### config.mk
export PLATFORM = sky130hd
export DESIGN_NAME = duck_motion
export DESIGN_NICKNAME = d
export VERILOG_FILES = /design/src/rtl/duck_pkg.sv /design/src/rtl/duck_axis_step.sv /design/src/rtl/duck_motion.sv
export SDC_FILE = /design/constraint.sdc
export NUM_CORES = 1
export LEC_CHECK = 0
export BUFFER_PORTS_ARGS = -buffer_cell sky130_fd_sc_hd__clkbuf_2
export CAP_MARGIN = 20
export CORE_ASPECT_RATIO = 1.5
export CORE_MARGIN = 1
export CORE_UTILIZATION = 62
export DETAILED_ROUTE_END_ITERATION = 16
export GPL_ROUTABILITY_DRIVEN = 0
export HOLD_SLACK_MARGIN = 0.12
export PLACE_DENSITY = 0.83
export SYNTH_ARGS = -nofsm -noshare
export SYNTH_HDL_FRONTEND = slang
export SYNTH_HIERARCHICAL = 1
export SYNTH_SLANG_ARGS = --single-unit
### constraint.sdc
create_clock -name clk -period 9.4 [get_ports clk]
set_input_delay 1.41 -clock clk [delete_from_list [all_inputs] [get_ports clk]]
set_output_delay 1.41 -clock clk [all_outputs]
set_load 0.01 [all_outputs]
### src/rtl/duck_pkg.sv
// duck_pkg: shared types and default constants for the duck flight controller.
//   duck_state_t  - flight sequence states
//   DUCK_*        - default screen limits and speeds used as parameter defaults
package duck_pkg;

    typedef enum logic [2:0] {
        ST_IDLE,
        ST_FLY,
        ST_HIT_HOLD,
        ST_FALL,
        ST_ESCAPE,
        ST_DONE
    } duck_state_t;

    localparam int DUCK_X_MAX         = 1024;
    localparam int DUCK_Y_FLOOR       = 600;
    localparam int DUCK_DEFAULT_V_SPD = 15;
    localparam int DUCK_FALL_SPD      = 8;

endpackage

### src/rtl/duck_axis_step.sv
// duck_axis_step: one-axis bounce step, purely combinational.
//   pos     - current position
//   spd     - step size in pixels
//   dir     - 1 = moving toward larger coordinates, 0 = toward zero
//   limit   - upper bound of the axis (lower bound is 0)
//   pos_nxt - position after the step, clamped to [0, limit]
//   dir_nxt - direction after the step, flipped when a bound was crossed
module duck_axis_step #(
    parameter int POS_W = 11,
    parameter int SPD_W = 5
) (
    input  logic [POS_W-1:0] pos,
    input  logic [SPD_W-1:0] spd,
    input  logic             dir,
    input  logic [POS_W-1:0] limit,
    output logic [POS_W-1:0] pos_nxt,
    output logic             dir_nxt
);

    // One extra bit so pos+spd cannot wrap before the limit compare.
    logic [POS_W:0] pos_ext;
    logic [POS_W:0] spd_ext;
    logic [POS_W:0] sum;

    assign pos_ext = {1'b0, pos};
    assign spd_ext = {{(POS_W + 1 - SPD_W){1'b0}}, spd};
    assign sum     = pos_ext + spd_ext;

    always_comb begin
        pos_nxt = pos;
        dir_nxt = dir;
        if (dir) begin
            if (sum > {1'b0, limit}) begin
                pos_nxt = limit;
                dir_nxt = 1'b0;
            end else begin
                pos_nxt = sum[POS_W-1:0];
            end
        end else begin
            if (spd_ext > pos_ext) begin
                pos_nxt = '0;
                dir_nxt = 1'b1;
            end else begin
                pos_nxt = pos - spd_ext[POS_W-1:0];
            end
        end
    end

endmodule

### src/rtl/duck_motion.sv
// duck_motion: flight controller for one on-screen duck.
//   clk, rst                  - clock, synchronous active-high reset
//   new_frame                 - one-cycle pulse per video frame
//   start                     - launch request (IDLE only)
//   duck_direction            - initial horizontal direction, 1 = right
//   duck_v_spd, duck_h_spd    - vertical / horizontal speed (pixels/frame)
//   duck_start_x              - launch x
//   hit                       - one-cycle pulse: duck was shot
//   duck_x, duck_y            - registered sprite position
//   duck_show, duck_hit       - sprite visible, hit pose
//   duck_flap                 - wing pose
//   done                      - one-cycle pulse at end of sequence
//   escaped                   - 1 if the last sequence ended by escape
module duck_motion
    import duck_pkg::*;
#(
    parameter int X_MAX           = DUCK_X_MAX,
    parameter int Y_FLOOR         = DUCK_Y_FLOOR,
    parameter int POS_W           = 11,
    parameter int SPD_W           = 5,
    parameter int DEFAULT_V_SPD   = DUCK_DEFAULT_V_SPD,
    parameter int FALL_SPD        = DUCK_FALL_SPD,
    parameter int HIT_HOLD_FRAMES = 30,
    parameter int ESCAPE_FRAMES   = 600,
    parameter int FLAP_FRAMES     = 8
) (
    input  logic             clk,
    input  logic             rst,
    input  logic             new_frame,
    input  logic             start,
    input  logic             duck_direction,
    input  logic [SPD_W-1:0] duck_v_spd,
    input  logic [SPD_W-1:0] duck_h_spd,
    input  logic [POS_W-1:0] duck_start_x,
    input  logic             hit,
    output logic [POS_W-1:0] duck_x,
    output logic [POS_W-1:0] duck_y,
    output logic             duck_show,
    output logic             duck_hit,
    output logic             duck_flap,
    output logic             done,
    output logic             escaped
);

    localparam int CNT_MAX = (ESCAPE_FRAMES > HIT_HOLD_FRAMES) ? ESCAPE_FRAMES : HIT_HOLD_FRAMES;
    localparam int CNT_W   = $clog2(CNT_MAX + 1);
    localparam int FLAP_W  = (FLAP_FRAMES > 1) ? $clog2(FLAP_FRAMES) : 1;

    localparam logic [POS_W-1:0]  X_LIM     = POS_W'(X_MAX - 1);
    localparam logic [POS_W-1:0]  Y_LIM     = POS_W'(Y_FLOOR);
    localparam logic [SPD_W-1:0]  V_DEF     = SPD_W'(DEFAULT_V_SPD);
    localparam logic [SPD_W-1:0]  F_SPD     = SPD_W'(FALL_SPD);
    localparam logic [CNT_W-1:0]  ESC_CNT   = CNT_W'(ESCAPE_FRAMES);
    localparam logic [CNT_W-1:0]  HOLD_CNT  = CNT_W'(HIT_HOLD_FRAMES);
    localparam logic [FLAP_W-1:0] FLAP_LAST = FLAP_W'(FLAP_FRAMES - 1);

    duck_state_t       state;
    logic [SPD_W-1:0]  h_spd;
    logic [SPD_W-1:0]  v_spd;
    logic              dir_x;
    logic              dir_down;
    logic [CNT_W-1:0]  frame_cnt;
    logic [FLAP_W-1:0] flap_cnt;

    logic [CNT_W-1:0]  cnt_inc;
    logic              flap_wrap;
    logic [POS_W-1:0]  x_nxt;
    logic              dir_x_nxt;
    logic [SPD_W-1:0]  y_spd;
    logic              y_dir;
    logic [POS_W-1:0]  y_nxt;
    logic              dir_y_nxt;

    assign cnt_inc   = frame_cnt + CNT_W'(1);
    assign flap_wrap = (flap_cnt == FLAP_LAST);

    // The y stepper is shared: FALL forces the fall speed downward, ESCAPE
    // forces upward travel at the flight speed.
    always_comb begin
        y_spd = v_spd;
        y_dir = dir_down;
        if (state == ST_FALL) begin
            y_spd = F_SPD;
            y_dir = 1'b1;
        end else if (state == ST_ESCAPE) begin
            y_dir = 1'b0;
        end
    end

    duck_axis_step #(.POS_W(POS_W), .SPD_W(SPD_W)) u_step_x (
        .pos     (duck_x),
        .spd     (h_spd),
        .dir     (dir_x),
        .limit   (X_LIM),
        .pos_nxt (x_nxt),
        .dir_nxt (dir_x_nxt)
    );

    duck_axis_step #(.POS_W(POS_W), .SPD_W(SPD_W)) u_step_y (
        .pos     (duck_y),
        .spd     (y_spd),
        .dir     (y_dir),
        .limit   (Y_LIM),
        .pos_nxt (y_nxt),
        .dir_nxt (dir_y_nxt)
    );

    always_ff @(posedge clk) begin
        if (rst) begin
            state     <= ST_IDLE;
            h_spd     <= '0;
            v_spd     <= '0;
            dir_x     <= 1'b0;
            dir_down  <= 1'b0;
            frame_cnt <= '0;
            flap_cnt  <= '0;
            duck_x    <= '0;
            duck_y    <= '0;
            duck_show <= 1'b0;
            duck_hit  <= 1'b0;
            duck_flap <= 1'b0;
            done      <= 1'b0;
            escaped   <= 1'b0;
        end else begin
            done <= 1'b0;
            case (state)
                ST_IDLE: begin
                    if (start) begin
                        state     <= ST_FLY;
                        h_spd     <= duck_h_spd;
                        v_spd     <= (duck_v_spd == '0) ? V_DEF : duck_v_spd;
                        dir_x     <= duck_direction;
                        dir_down  <= 1'b0;
                        duck_x    <= (duck_start_x > X_LIM) ? X_LIM : duck_start_x;
                        duck_y    <= Y_LIM;
                        duck_show <= 1'b1;
                        duck_hit  <= 1'b0;
                        duck_flap <= 1'b0;
                        escaped   <= 1'b0;
                        frame_cnt <= '0;
                        flap_cnt  <= '0;
                    end
                end
                ST_FLY: begin
                    if (hit) begin
                        state     <= ST_HIT_HOLD;
                        frame_cnt <= '0;
                        duck_hit  <= 1'b1;
                    end else if (new_frame) begin
                        duck_x    <= x_nxt;
                        dir_x     <= dir_x_nxt;
                        duck_y    <= y_nxt;
                        dir_down  <= dir_y_nxt;
                        frame_cnt <= cnt_inc;
                        flap_cnt  <= flap_wrap ? '0 : flap_cnt + FLAP_W'(1);
                        duck_flap <= duck_flap ^ flap_wrap;
                        if (cnt_inc == ESC_CNT) state <= ST_ESCAPE;
                    end
                end
                ST_ESCAPE: begin
                    if (hit) begin
                        state     <= ST_HIT_HOLD;
                        frame_cnt <= '0;
                        duck_hit  <= 1'b1;
                    end else if (new_frame) begin
                        flap_cnt  <= flap_wrap ? '0 : flap_cnt + FLAP_W'(1);
                        duck_flap <= duck_flap ^ flap_wrap;
                        // Upward step flips direction exactly when v > y:
                        // the duck has left the top of the screen.
                        if (dir_y_nxt) begin
                            state     <= ST_DONE;
                            done      <= 1'b1;
                            duck_show <= 1'b0;
                            escaped   <= 1'b1;
                        end else begin
                            duck_y <= y_nxt;
                        end
                    end
                end
                ST_HIT_HOLD: begin
                    if (new_frame) begin
                        frame_cnt <= cnt_inc;
                        if (cnt_inc == HOLD_CNT) state <= ST_FALL;
                    end
                end
                ST_FALL: begin
                    if (new_frame) begin
                        duck_y <= y_nxt;
                        // Clamped step lands on the floor when y+FALL_SPD >= floor.
                        if (y_nxt == Y_LIM) begin
                            state     <= ST_DONE;
                            done      <= 1'b1;
                            duck_show <= 1'b0;
                            duck_hit  <= 1'b0;
                        end
                    end
                end
                ST_DONE: begin
                    state <= ST_IDLE;
                end
                default: begin
                    state <= ST_IDLE;
                end
            endcase
        end
    end

endmodule

==> results.toml <==
[clocking]
clk_path_buf_depth = 2
path_clk_slew_ns = 0.07
cts_buffers = 5
clock_latency_ns = 0.30
clkSinkCount = 55
post_cts_resize_count = 0
tritoncts = "built"
cts_hold_buffers = 0
post_cts_buffers = 0
clock-root-buffer = "clkbuf_16"
cts-htree-levels = 2

[sta]
period_share_pct = 62.3
worstMarginPinSlew_ns = 1.03
rsz0062_at_grt = "no"
period_needed_ns = 5.86
final-setup-viol-count = 0
slew_viol_final = 0
hold_viol_final = 0
finClkSkew_ns = 0.00888
slew-limit-headroom_pct = 31.2
maxClockFrequency_ghz = 0.171
setup_tns_ns = 0

[job]
maxCapViolCount = 0

[routing]
routed.top_layer = "met4"
drc = 0
wl_met1_mm = 5.32
drt-initial-drc-count = 301
avgViaCountPerCell = 6.14
drt_wl_total_mm = 14.4
ant_nets = 0
route.met3.wl_um = 649
vias = 5461
routedWlPerCell_um = 16.1
wl_met2_mm = 7.54
dr.pass1.iters = 7

[pwr]
p_int_mw = 1.01
powerDensity_mw_per_mm2 = 345
netSwitchingPower_mw = 1.03
clkPwrFrac_pct = 10.8
p_sw_share_pct = 50.5
p_seq_share_pct = 19.9
leakage_nw = 2.62
ir_drop_v = 0.000272
combPwrFrac_pct = 69.4

[finish]
nNetsFinal = 859
drive_above_1_share_pct = 12.0
area_delta_synth_final_pct = 9.38
postLayoutCoreUtil_pct = 70.3
n_antenna_cell = 0
n_fill_cell = 686

[synthesis]
synth_edf_count = 0
avgSynthCellArea_um2 = 7.51
synth_warnings = 6
syn_inst = 720
synth_cell_type_count = 83
synth.top_cell.area_share_pct = 20.4
ys_seq_elements = 55
ys.flop_type = "dfxtp_1"
yosysTopAreaCell = "dfxtp_1"
synth_area_mm2 = 0.00541
ys_seq_area_share_pct = 20.4
ys_async_sr_fraction_pct = 0
yosys-top-cells-area = "dfxtp_1 20%, ha_1 11%, nor2_1 6.3%"

[floorplanning]
dieArea_mm2 = 0.00910
pin_count = 54
start_util_pct = 64.2
rows = 41
core-area_mm2 = 0.00841
die_h_um = 116
die_x_um = 78.2

[global_route]
grt_max_degree = 47
grt_pass1_wl_mm = 23.5
antenna_found_initial = 0
grt_pass1_vias = 5204
overflow = 0
grt.total_usage_pct = 32.6

[setup_path]
critPathLaunchType = "flip-flop"
crit_type = "flip-flop to flip-flop"
cp_max_fo = 22
cp.arrival_ns = 6.07
endpoint_kind = "flip-flop"
worstPathRequired_ns = 9.61

[min_path]
hp-class = "flip-flop to flip-flop"

[placement]
dp_hpwl_mm = 11.0
portBuffers = 53

[outcome]
status = "finished, final reports clean"
==> logic make-up after synthesis <==
group | Yosys count | synth area share [%]
and+or+nand+nor | 294 | 27.9
adders and majority gates | 50 | 12.1
muxes | 2 | 0.394
other | 2 | 0.139
xor gates and xnor gates | 40 | 6.48
DFF | 55 | 20.4
buffers and inverters | 96 | 8.24
AOI/OAI and AO/OA | 181 | 24.3
==> through the flow <==
step	hold slack [ns]	worst slack, ns	power [mW]	instances	cell area [um^2]
2_1_floorplan	0.432	4.77	1.50	761	5560
3_3_place_gp	0.444	3.94	1.74	881	5730
3_5_place_dp	0.444	3.66	1.78	881	5730
4_1_cts	0.453	3.66	2.01	889	5900
5_1_grt	0.488	3.06	2.20	890	5910
6_report	0.449	3.54	2.04	890	5910
==> flip-flops by register name, summed over array words and instances (netlist names) <==
name / cells
v_spd: 5
escaped: 1
duck_flap: 1
duck_hit: 1
dir_down: 1
duck_y: 11
flap_cnt: 3
state: 3
done: 1
duck_show: 1
frame_cnt: 10
dir_x: 1
duck_x: 11
h_spd: 5
==> final timing paths <==
check,start,endpoint,slack [ns],cells after the start
setup / recovery,state[0]$_SDFFE_PP0P_,duck_hit$_SDFFE_PP0P_,3.54,20
hold / removal,v_spd[4]$_SDFFE_PP0P_,v_spd[4]$_SDFFE_PP0P_,0.45,2
setup reg to reg,state[0]$_SDFFE_PP0P_,duck_hit$_SDFFE_PP0P_,3.54,20
hold reg to reg,v_spd[4]$_SDFFE_PP0P_,v_spd[4]$_SDFFE_PP0P_,0.45,2
==> cell usage in the layout, fill, tap and decap left out, drive strengths merged, types with 19 or more instances in the layout <==
cell and instances:
nor2 93, a21oi 61, clkbuf 60, dfxtp 55, inv 54, nor3 53
nand2 50, ha 46, conb 43, xnor2 29, o21ai 21, nand3 19
==> layer usage <==
layer  GRT usage, %  vias up
li1               -     2644
met1           34.0     2505
met2           61.7      242
met3           3.20       70
met4           21.0        0
met5              0        -
==> worst max-delay path, stage by stage (launching register included) <==
cell	delay, ns
dfxtp_1	0.75
nand3_1	0.43
and2_1	0.31
inv_1	0.06
ha_1	0.31
nand2b_1	0.22
a221oi_2	0.34
o21ai_0	0.17
xnor2_1	0.23
ha_1	0.35
a21oi_1	0.15
a21boi_0	0.12
or3b_4	0.40
o21a_1	0.24
o32ai_1	0.28
a21oi_1	0.09
nor4_1	0.38
a31o_2	0.25
a21boi_0	0.35
a21oi_1	0.12
a211oi_1	0.20
==> power by group through the flow <==
stage	Sequential (mW)	Clock [mW]	Combinational, mW
final	0.405	0.219	1.41
after global routing	0.419	0.232	1.55
after CTS	0.404	0.225	1.38
after detailed placement	0.408	0	1.37
after global placement	0.404	0	1.34
after floorplan	0.361	0	1.14
==> area by class of cell <==
type | instances | area [um^2] | area share (%)
sequential | 55 | 1100 | 18.6
clock inverter | 2 | 35.0 | 0.593
tap | 107 | 134 | 2.26
timing repair buffer | 56 | 288 | 4.87
clock buffer | 6 | 139 | 2.35
multi-input combinational | 610 | 4010 | 67.9
inverter | 54 | 203 | 3.43
==> cells in the mapped netlist, types with 5 or more instances <==
| cell type | count |
|---|---|
| a221o_1 | 13 |
| nand3_1 | 19 |
| a211oi_1 | 6 |
| and2_1 | 5 |
| nor2_1 | 91 |
| nand2b_1 | 12 |
| o211ai_1 | 7 |
| o21ai_0 | 17 |
| nand4_1 | 9 |
| clkbuf_1 | 11 |
| nor3_1 | 50 |
| xnor2_1 | 29 |
| xor2_1 | 11 |
| nor4_1 | 5 |
| nand2_1 | 50 |
| a21oi_1 | 60 |
| a21o_1 | 9 |
| inv_1 | 53 |
| nor2b_1 | 10 |
| buf_6 | 6 |
| ha_1 | 46 |
| a31oi_1 | 5 |
| dfxtp_1 | 55 |
| buf_2 | 19 |
| a22oi_1 | 6 |
(Power assumes the default switching activity.)
